--- src/rtl/riscv_ctrl_pkg.sv ---
// Shared encodings for the multicycle RV32I control path: opcodes, immediate formats,
// ALU/result selects and the control FSM state type (TRAP present only with ILLEGAL_TRAP_EN).
package riscv_ctrl_pkg;

    localparam logic [6:0] OP_LOAD   = 7'b0000011;
    localparam logic [6:0] OP_STORE  = 7'b0100011;
    localparam logic [6:0] OP_R      = 7'b0110011;
    localparam logic [6:0] OP_IMM    = 7'b0010011;
    localparam logic [6:0] OP_BRANCH = 7'b1100011;
    localparam logic [6:0] OP_JAL    = 7'b1101111;
    localparam logic [6:0] OP_JALR   = 7'b1100111;
    localparam logic [6:0] OP_LUI    = 7'b0110111;
    localparam logic [6:0] OP_AUIPC  = 7'b0010111;

    localparam logic [2:0] IMM_I    = 3'b000;
    localparam logic [2:0] IMM_S    = 3'b001;
    localparam logic [2:0] IMM_B    = 3'b010;
    localparam logic [2:0] IMM_J    = 3'b011;
    localparam logic [2:0] IMM_U    = 3'b100;
    localparam logic [2:0] IMM_NONE = 3'b111;

    localparam logic [1:0] ALU_ADD   = 2'b00;
    localparam logic [1:0] ALU_SUB   = 2'b01;
    localparam logic [1:0] ALU_FUNCT = 2'b10;

    localparam logic [1:0] SRC_A_PC    = 2'b00;
    localparam logic [1:0] SRC_A_OLDPC = 2'b01;
    localparam logic [1:0] SRC_A_RS1   = 2'b10;

    localparam logic [1:0] SRC_B_RS2  = 2'b00;
    localparam logic [1:0] SRC_B_IMM  = 2'b01;
    localparam logic [1:0] SRC_B_FOUR = 2'b10;

    localparam logic [1:0] RES_ALUOUT = 2'b00;
    localparam logic [1:0] RES_RDATA  = 2'b01;
    localparam logic [1:0] RES_ALU    = 2'b10;
    localparam logic [1:0] RES_IMM    = 2'b11;

    typedef enum logic [3:0] {
        S_FETCH,
        S_DECODE,
        S_MEMADR,
        S_MEMREAD,
        S_MEMWB,
        S_MEMWRITE,
        S_EXEC_R,
        S_EXEC_I,
        S_ALUWB,
        S_BRANCH,
        S_JAL,
        S_JALR,
        S_JALR_PC,
        S_LUI
`ifdef ILLEGAL_TRAP_EN
        , S_TRAP
`endif
    } state_t;

    function automatic logic [2:0] imm_src_of(input logic [6:0] opcode);
        case (opcode)
            OP_LOAD, OP_IMM, OP_JALR: imm_src_of = IMM_I;
            OP_STORE:                 imm_src_of = IMM_S;
            OP_BRANCH:                imm_src_of = IMM_B;
            OP_JAL:                   imm_src_of = IMM_J;
            OP_LUI, OP_AUIPC:         imm_src_of = IMM_U;
            default:                  imm_src_of = IMM_NONE;
        endcase
    endfunction

endpackage

--- src/rtl/branch_eval.sv ---
// Branch condition evaluation from funct3 and ALU compare flags; flags the two reserved
// funct3 codes so the controller can trap on them.
module branch_eval
    import riscv_ctrl_pkg::*;
(
    input  logic [2:0] funct3,
    input  logic       zero,
    input  logic       lt,
    input  logic       ltu,
    output logic       taken,
    output logic       bad_funct3
);

    always_comb begin
        taken      = 1'b0;
        bad_funct3 = 1'b0;
        case (funct3)
            3'b000:  taken = zero;
            3'b001:  taken = ~zero;
            3'b100:  taken = lt;
            3'b101:  taken = ~lt;
            3'b110:  taken = ltu;
            3'b111:  taken = ~ltu;
            default: bad_funct3 = 1'b1;
        endcase
    end

endmodule

--- src/rtl/multicycle_ctrl.sv ---
// Main control FSM of the multicycle RV32I core. Define ILLEGAL_TRAP_EN to route unknown
// opcodes and reserved branch funct3 codes into a sticky TRAP state.
module multicycle_ctrl
    import riscv_ctrl_pkg::*;
(
    input  logic        clk,
    input  logic        reset,
    input  logic [31:0] instr,
    input  logic        mem_ready,
    input  logic        zero,
    input  logic        lt,
    input  logic        ltu,
    output logic        mem_req,
    output logic        mem_write,
    output logic        adr_src,
    output logic        ir_write,
    output logic        pc_write,
    output logic [1:0]  alu_src_a,
    output logic [1:0]  alu_src_b,
    output logic [1:0]  alu_op,
    output logic [1:0]  result_src,
    output logic        reg_write,
    output logic [2:0]  imm_src,
    output logic        illegal
);

    state_t     state_reg, state_next;
    logic [6:0] opcode;
    logic       taken, bad_funct3;
    logic       mem_req_c, mem_write_c, ir_write_c, pc_write_c, reg_write_c;

    assign opcode = instr[6:0];

    branch_eval u_branch_eval (
        .funct3     (instr[14:12]),
        .zero       (zero),
        .lt         (lt),
        .ltu        (ltu),
        .taken      (taken),
        .bad_funct3 (bad_funct3)
    );

    always_comb begin
        state_next  = state_reg;
        mem_req_c   = 1'b0;
        mem_write_c = 1'b0;
        ir_write_c  = 1'b0;
        pc_write_c  = 1'b0;
        reg_write_c = 1'b0;
        adr_src     = 1'b0;
        alu_src_a   = SRC_A_PC;
        alu_src_b   = SRC_B_RS2;
        alu_op      = ALU_ADD;
        result_src  = RES_ALUOUT;
        imm_src     = imm_src_of(opcode);
        case (state_reg)
            S_FETCH: begin
                mem_req_c = 1'b1;
                if (mem_ready) begin
                    ir_write_c = 1'b1;
                    pc_write_c = 1'b1;
                    alu_src_b  = SRC_B_FOUR;
                    result_src = RES_ALU;
                    state_next = S_DECODE;
                end
            end
            S_DECODE: begin
                // Precompute oldPC+imm into ALUOut: branch/JAL target and AUIPC result.
                alu_src_a = SRC_A_OLDPC;
                alu_src_b = SRC_B_IMM;
                case (opcode)
                    OP_LOAD, OP_STORE: state_next = S_MEMADR;
                    OP_R:              state_next = S_EXEC_R;
                    OP_IMM:            state_next = S_EXEC_I;
                    OP_BRANCH:         state_next = S_BRANCH;
                    OP_JAL:            state_next = S_JAL;
                    OP_JALR:           state_next = S_JALR;
                    OP_LUI:            state_next = S_LUI;
                    OP_AUIPC:          state_next = S_ALUWB;
`ifdef ILLEGAL_TRAP_EN
                    default:           state_next = S_TRAP;
`else
                    default:           state_next = S_FETCH;
`endif
                endcase
            end
            S_MEMADR: begin
                alu_src_a  = SRC_A_RS1;
                alu_src_b  = SRC_B_IMM;
                state_next = (opcode == OP_STORE) ? S_MEMWRITE : S_MEMREAD;
            end
            S_MEMREAD: begin
                mem_req_c = 1'b1;
                adr_src   = 1'b1;
                if (mem_ready) state_next = S_MEMWB;
            end
            S_MEMWB: begin
                result_src  = RES_RDATA;
                reg_write_c = 1'b1;
                state_next  = S_FETCH;
            end
            S_MEMWRITE: begin
                mem_req_c   = 1'b1;
                mem_write_c = 1'b1;
                adr_src     = 1'b1;
                if (mem_ready) state_next = S_FETCH;
            end
            S_EXEC_R: begin
                alu_src_a  = SRC_A_RS1;
                alu_op     = ALU_FUNCT;
                state_next = S_ALUWB;
            end
            S_EXEC_I: begin
                alu_src_a  = SRC_A_RS1;
                alu_src_b  = SRC_B_IMM;
                alu_op     = ALU_FUNCT;
                state_next = S_ALUWB;
            end
            S_ALUWB: begin
                reg_write_c = 1'b1;
                state_next  = S_FETCH;
            end
            S_BRANCH: begin
                alu_src_a  = SRC_A_RS1;
                alu_op     = ALU_SUB;
                pc_write_c = taken;
`ifdef ILLEGAL_TRAP_EN
                state_next = bad_funct3 ? S_TRAP : S_FETCH;
`else
                state_next = S_FETCH;
`endif
            end
            S_JAL: begin
                // PC takes the target held in ALUOut while ALUOut picks up the link address.
                alu_src_a  = SRC_A_OLDPC;
                alu_src_b  = SRC_B_FOUR;
                pc_write_c = 1'b1;
                state_next = S_ALUWB;
            end
            S_JALR: begin
                alu_src_a  = SRC_A_RS1;
                alu_src_b  = SRC_B_IMM;
                state_next = S_JALR_PC;
            end
            S_JALR_PC: begin
                alu_src_a  = SRC_A_OLDPC;
                alu_src_b  = SRC_B_FOUR;
                pc_write_c = 1'b1;
                state_next = S_ALUWB;
            end
            S_LUI: begin
                result_src  = RES_IMM;
                reg_write_c = 1'b1;
                state_next  = S_FETCH;
            end
`ifdef ILLEGAL_TRAP_EN
            S_TRAP: state_next = S_TRAP;
`endif
            default: state_next = S_FETCH;
        endcase
    end

    // Strobes are masked during reset so an abandoned instruction never writes back.
    assign mem_req   = mem_req_c   & ~reset;
    assign mem_write = mem_write_c & ~reset;
    assign ir_write  = ir_write_c  & ~reset;
    assign pc_write  = pc_write_c  & ~reset;
    assign reg_write = reg_write_c & ~reset;

    always_ff @(posedge clk) begin
        if (reset) state_reg <= S_FETCH;
        else       state_reg <= state_next;
    end

`ifdef ILLEGAL_TRAP_EN
    logic illegal_reg;
    logic unused_instr_bits;
    assign unused_instr_bits = ^{instr[31:15], instr[11:7]};

    always_ff @(posedge clk) begin
        if (reset)                    illegal_reg <= 1'b0;
        else if (state_next == S_TRAP) illegal_reg <= 1'b1;
    end
    assign illegal = illegal_reg;
`else
    logic unused_instr_bits;
    assign unused_instr_bits = ^{instr[31:15], instr[11:7], bad_funct3};
    assign illegal = 1'b0;
`endif

endmodule
--- config.mk ---
export PLATFORM = sky130hd
export DESIGN_NAME = multicycle_ctrl
export DESIGN_NICKNAME = d
export VERILOG_FILES = /design/src/rtl/riscv_ctrl_pkg.sv /design/src/rtl/branch_eval.sv /design/src/rtl/multicycle_ctrl.sv
export SDC_FILE = /design/constraint.sdc
export NUM_CORES = 1
export LEC_CHECK = 0
export ABC_AREA = 1
export BUFFER_PORTS_ARGS = -buffer_cell sky130_fd_sc_hd__buf_4
export CAP_MARGIN = 20
export CELL_PAD_IN_SITES_DETAIL_PLACEMENT = 0
export CELL_PAD_IN_SITES_GLOBAL_PLACEMENT = 1
export CORE_MARGIN = 2
export CORE_UTILIZATION = 22
export DETAILED_ROUTE_END_ITERATION = 10
export GPL_ROUTABILITY_DRIVEN = 1
export PLACE_DENSITY_LB_ADDON = 0.1
export REMOVE_ABC_BUFFERS = 1
export SKIP_CTS_REPAIR_TIMING = 1
export SLEW_MARGIN = 20
export SYNTH_ARGS = -nofsm -noshare
export SYNTH_HDL_FRONTEND = slang
export SYNTH_SLANG_ARGS = --single-unit
--- constraint.sdc ---
create_clock -name clk -period 1.7 [get_ports clk]
set_clock_uncertainty 0.05 [all_clocks]
set_input_delay 0.255 -clock clk [delete_from_list [all_inputs] [get_ports clk]]
set_output_delay 0.255 -clock clk [all_outputs]
set_load 0.03 [all_outputs]
# Word-level counts from Yosys, hierarchy flattened
# Index checks and enable logic that the tools add are counted.
# word_totals
inputBits	38
elab_cells	75
reg_bits	4
out_inout_bits	18
# classes
reduce_logical	15
eq_ne	30
n_bitwise	9
n_mux	20
# op_table
op	count
4-bit case mux with 8 select lines	1
4-bit case mux with 7 select lines	1
4-bit == test, second input constant	6
7-bit by 6-bit == test with 1-bit output, second input constant	3
7-bit == test, second input constant	3
4-bit by 3-bit == test with 1-bit output, second input constant	4
3-bit case mux with 5 select lines	1
7-bit by 5-bit == test with 1-bit output, second input constant	2
3-bit == test, second input constant	4
4-bit two-way mux	3
2-bit case mux with 3 select lines	2
3-bit OR reduction	4
2-bit OR reduction	5
4-bit by 2-bit == test with 1-bit output, second input constant	2
2-bit case mux with 2 select lines	2
4-bit OR reduction	2
7-bit by 2-bit == test with 1-bit output, second input constant	1
1-bit two-way mux	6
2-bit inequality test, second input constant	3
1-bit case mux with 6 select lines	1
1-bit AND	5
5-bit OR reduction	1
4-bit by 1-bit == test with 1-bit output, second input constant	1
4-bit zero test	1
other kinds (7)	10

# Logic depth before layout (Yosys ltp)
# depth
ltp_word	4
depth_mapped	10
depth_no_buf	10

# Modules after synthesis
# Synthesis repeated with hierarchy kept, for this count alone.
# unflattened
hier_cells	138
hier_area_um2	715.7
# by_module_without_submodules
mod	seq_area_each_um2	area_per_inst_um2	cells_per_inst	instances
multicycle_ctrl	80.1	645.6	122	1
branch_eval	0.0	70.1	16	1

# Worst setup path before layout
# No wires, ideal clock.
# synth_timing
path_type	flip-flop to output port
from	register state_reg[0]
to	output port pc_write
t_arrival_ns	1.681
stages_incl_launch_ff	7
required_ns	1.395
n_path_buf	0
path_slack_ns	-0.286
path_cell_list	dfxtp_1 inv_2 nor2_2 inv_2 nor2_1 a21oi_1 nor2_1
# synth_via
elab_chain_len	4
elab_cells_between_ends	7
cone_classes	eq/ne: 3; mux: 1; bitwise: 1; reduce/logical: 2
# synth_rtl
item	line_no	source
from (decl)	multicycle_ctrl.sv:27	state_t state_reg, state_next;
from (signal assigned)	multicycle_ctrl.sv:172	else state_reg <= state_next;
4-bit == test	multicycle_ctrl.sv:56	case (state_reg)
2-bit OR reduction (no source line)	-	
1-bit case mux with 3 select lines (*)	multicycle_ctrl.sv:56	
1-bit AND (*)	multicycle_ctrl.sv:167	assign pc_write = pc_write_c & ~reset;
to (decl)	multicycle_ctrl.sv:17	output logic pc_write,
# Mark *: on every way between the ends. The rest lies on a longest branch, timed or not.

# Final worst setup path
# Ends and elaborated chain as after synthesis.

==> run metrics <==
clock buffer count from CTS 3; Vias/cell 4.46; Switching Share 40.0%; Initial Util 23.2%; Final WS setup 0.0471 ns; drt drc 0; RR Endpoint state_reg[0]; CTS tree built; clk sinks 4; leak pwr 0.000581 uW; final wirelength 2000 um; Max clock buf depth 2; Routed wire per std cell 10.1 um; DRT Pass-1 Iters 4; status completed; Chip Width 58.1 um; routability-driven placement congestion ratio 0.788; Final Max Tran Viols 0; FF-to-FF setup slack 0.42 ns; # port buffers 32; n_diodes 0; Worst setup SP type flop; crit end category output port; Vias 884; DIE HEIGHT 58.1 um; initial antenna violation count 0; fin crit period 1.65 ns; Final Cycle Share 97.2%; critical path class reg2out; P_sw 178 uW; synth warn 0; share of power burned in registers 22.8%; combinational power share 50.9%; final hold vios 0; root buffer cell clkbuf_4; sequential area share after synthesis 12.4%; RSZ-0062 raised after global routing yes; instance count on the critical path 8; max_cap viols 0; max FFs per register 4; core box area 2780 um2; Clk Latency, worst-skew pair 0.23 ns; first-pass GRT wire length 3570 um; vias in the first global route 843; cell-internal power 268 uW; layout cells sized above 1 49.7%; die area 3380 um2; antenna-violating nets left 0; crit path cell chain nor2_4, nand3_1, o21ai_2, inv_1, nand2_2, a21oi_1, nor2_1, buf_4; Clk pwr share 26.3%; Reg clk slew, reported paths 0.04 ns; drt initial violations 41; crit path from state_reg[0]; crit-path max FO 5; reg-to-reg startpoint state_reg[0]; Buf/Inv on CP 2; HP Class in2reg; critical path arrival 1.35 ns; cells on worst reg2reg path 9; critical path's slowest cell dfxtp_4; synth unique cells 25; CP peak stage delay 0.36 ns; H-tree levels 1; Post-DP HPWL 1670 um; P&R area growth vs syn 70.9%; Post-layout nets 207; maximum vdd drop 0.000200 V; achievable frequency 605 MHz; total congestion overflow 0; syn_area_per_cell 5.15 um2; CP top delay family simple AND/OR/NAND/NOR gates; power per standard cell area 405 nW/um2; Cells after Synth 125; GR Util All Layers 13.1%; pin count of the biggest net entering global routing 8; # IOs 56; #FFs+latches synth 4; Post-Place Setup Slack 0.0231 ns; Site Rows 19; post-synth design cell area 644 um2; total power 446 uW; Critical Path Sink pc_write; Final setup viols 0; critical path required time 1.39 ns
==> layer usage <==
layer / global-route usage, % / part of all wire, % / vias up / wire, um
met5: 0 / 0 / - / 0
met4: 4.98 / 0 / 0 / 0
met3: 0 / 3.5 / 0 / 70
met2: 21.9 / 48 / 17 / 961
met1: 18.1 / 49 / 393 / 972
li1: - / - / 474 / -
==> cell usage after synthesis (all sizes together) <==
cell | number | area, um2
nand2 | 40 | 155
inv | 23 | 86.3
nor2 | 19 | 86.3
nand3 | 10 | 55.1
o21ai | 8 | 43.8
a21oi | 7 | 42.5
dfxtp | 4 | 80.1
nor3 | 3 | 20.0
nand3b | 2 | 15.0
o211ai | 2 | 15.0
or2 | 2 | 12.5
a21o | 1 | 7.51
buf | 1 | 7.51
conb | 1 | 3.75
o21bai | 1 | 7.51
o22ai | 1 | 6.26
==> worst min-delay path by stage <==
stage	start	end	slack, ns	cells after the start
after floorplan	reset	state_reg[0]	0.27	1
after global placement	reset	state_reg[2]	0.45	2
after detailed placement	reset	state_reg[2]	0.45	2
after CTS	reset	state_reg[2]	0.19	2
after global routing	reset	state_reg[2]	0.20	2
final	reset	state_reg[2]	0.19	2
==> stage by stage <==
step | hold WS [ns] | instances | cell area [um2] | setup TNS [ns] | util (%)
floorplan | 0.274 | 124 | 637 | -0.348 | -
global placement | 0.446 | 191 | 946 | 0 | 34.0
detailed placement | 0.453 | 191 | 946 | 0 | 34.0
CTS | 0.194 | 194 | 968 | -0.441 | 34.8
global route | 0.197 | 198 | 1100 | -0.138 | 39.6
finish | 0.191 | 198 | 1100 | 0 | 39.6
==> cells in the final DEF, fill, tap and decap left out, types with 5 or more instances in the layout <==
| cell | Yosys | layout |
|---|---|---|
| buf_4 | 1 | 37 |
| nand2_1 | 38 | 33 |
| inv_1 | 17 | 12 |
| inv_2 | 6 | 11 |
| nor2_1 | 15 | 9 |
| nor2_4 | 1 | 8 |
| nand3_1 | 9 | 8 |
| nand2_2 | 2 | 6 |
| o21ai_0 | 7 | 6 |
| a21oi_1 | 5 | 5 |
==> layout make-up <==
type	instances	area (um2)
multi-input combinational	97	547
fill	326	1680
sequential	4	95.1
inverter	23	86.3
clock buffer	3	22.5
timing repair buffer	40	312
tap	31	38.8
==> cells by family (layout without fill, tap and decap cells) <==
kind of cell | count (synthesis) | in the layout | synth area share [%]
AND/OR/NAND/NOR | 76 | 76 | 53.4
buffers and inverters | 24 | 66 | 14.6
AO/OA/AOI/OAI | 20 | 20 | 19.0
flip-flops | 4 | 4 | 12.4
other | 1 | 1 | 0.582
==> power groups by stage <==
stage | registers (uW) | logic (uW) | clock network (uW)
global route | 103 | 251 | 129
finish | 102 | 227 | 117
CTS | 104 | 207 | 125
detailed placement | 106 | 206 | 0
global placement | 106 | 206 | 0
floorplan | 104 | 123 | 0
Note: power is estimated with default switching activity, not from simulation.
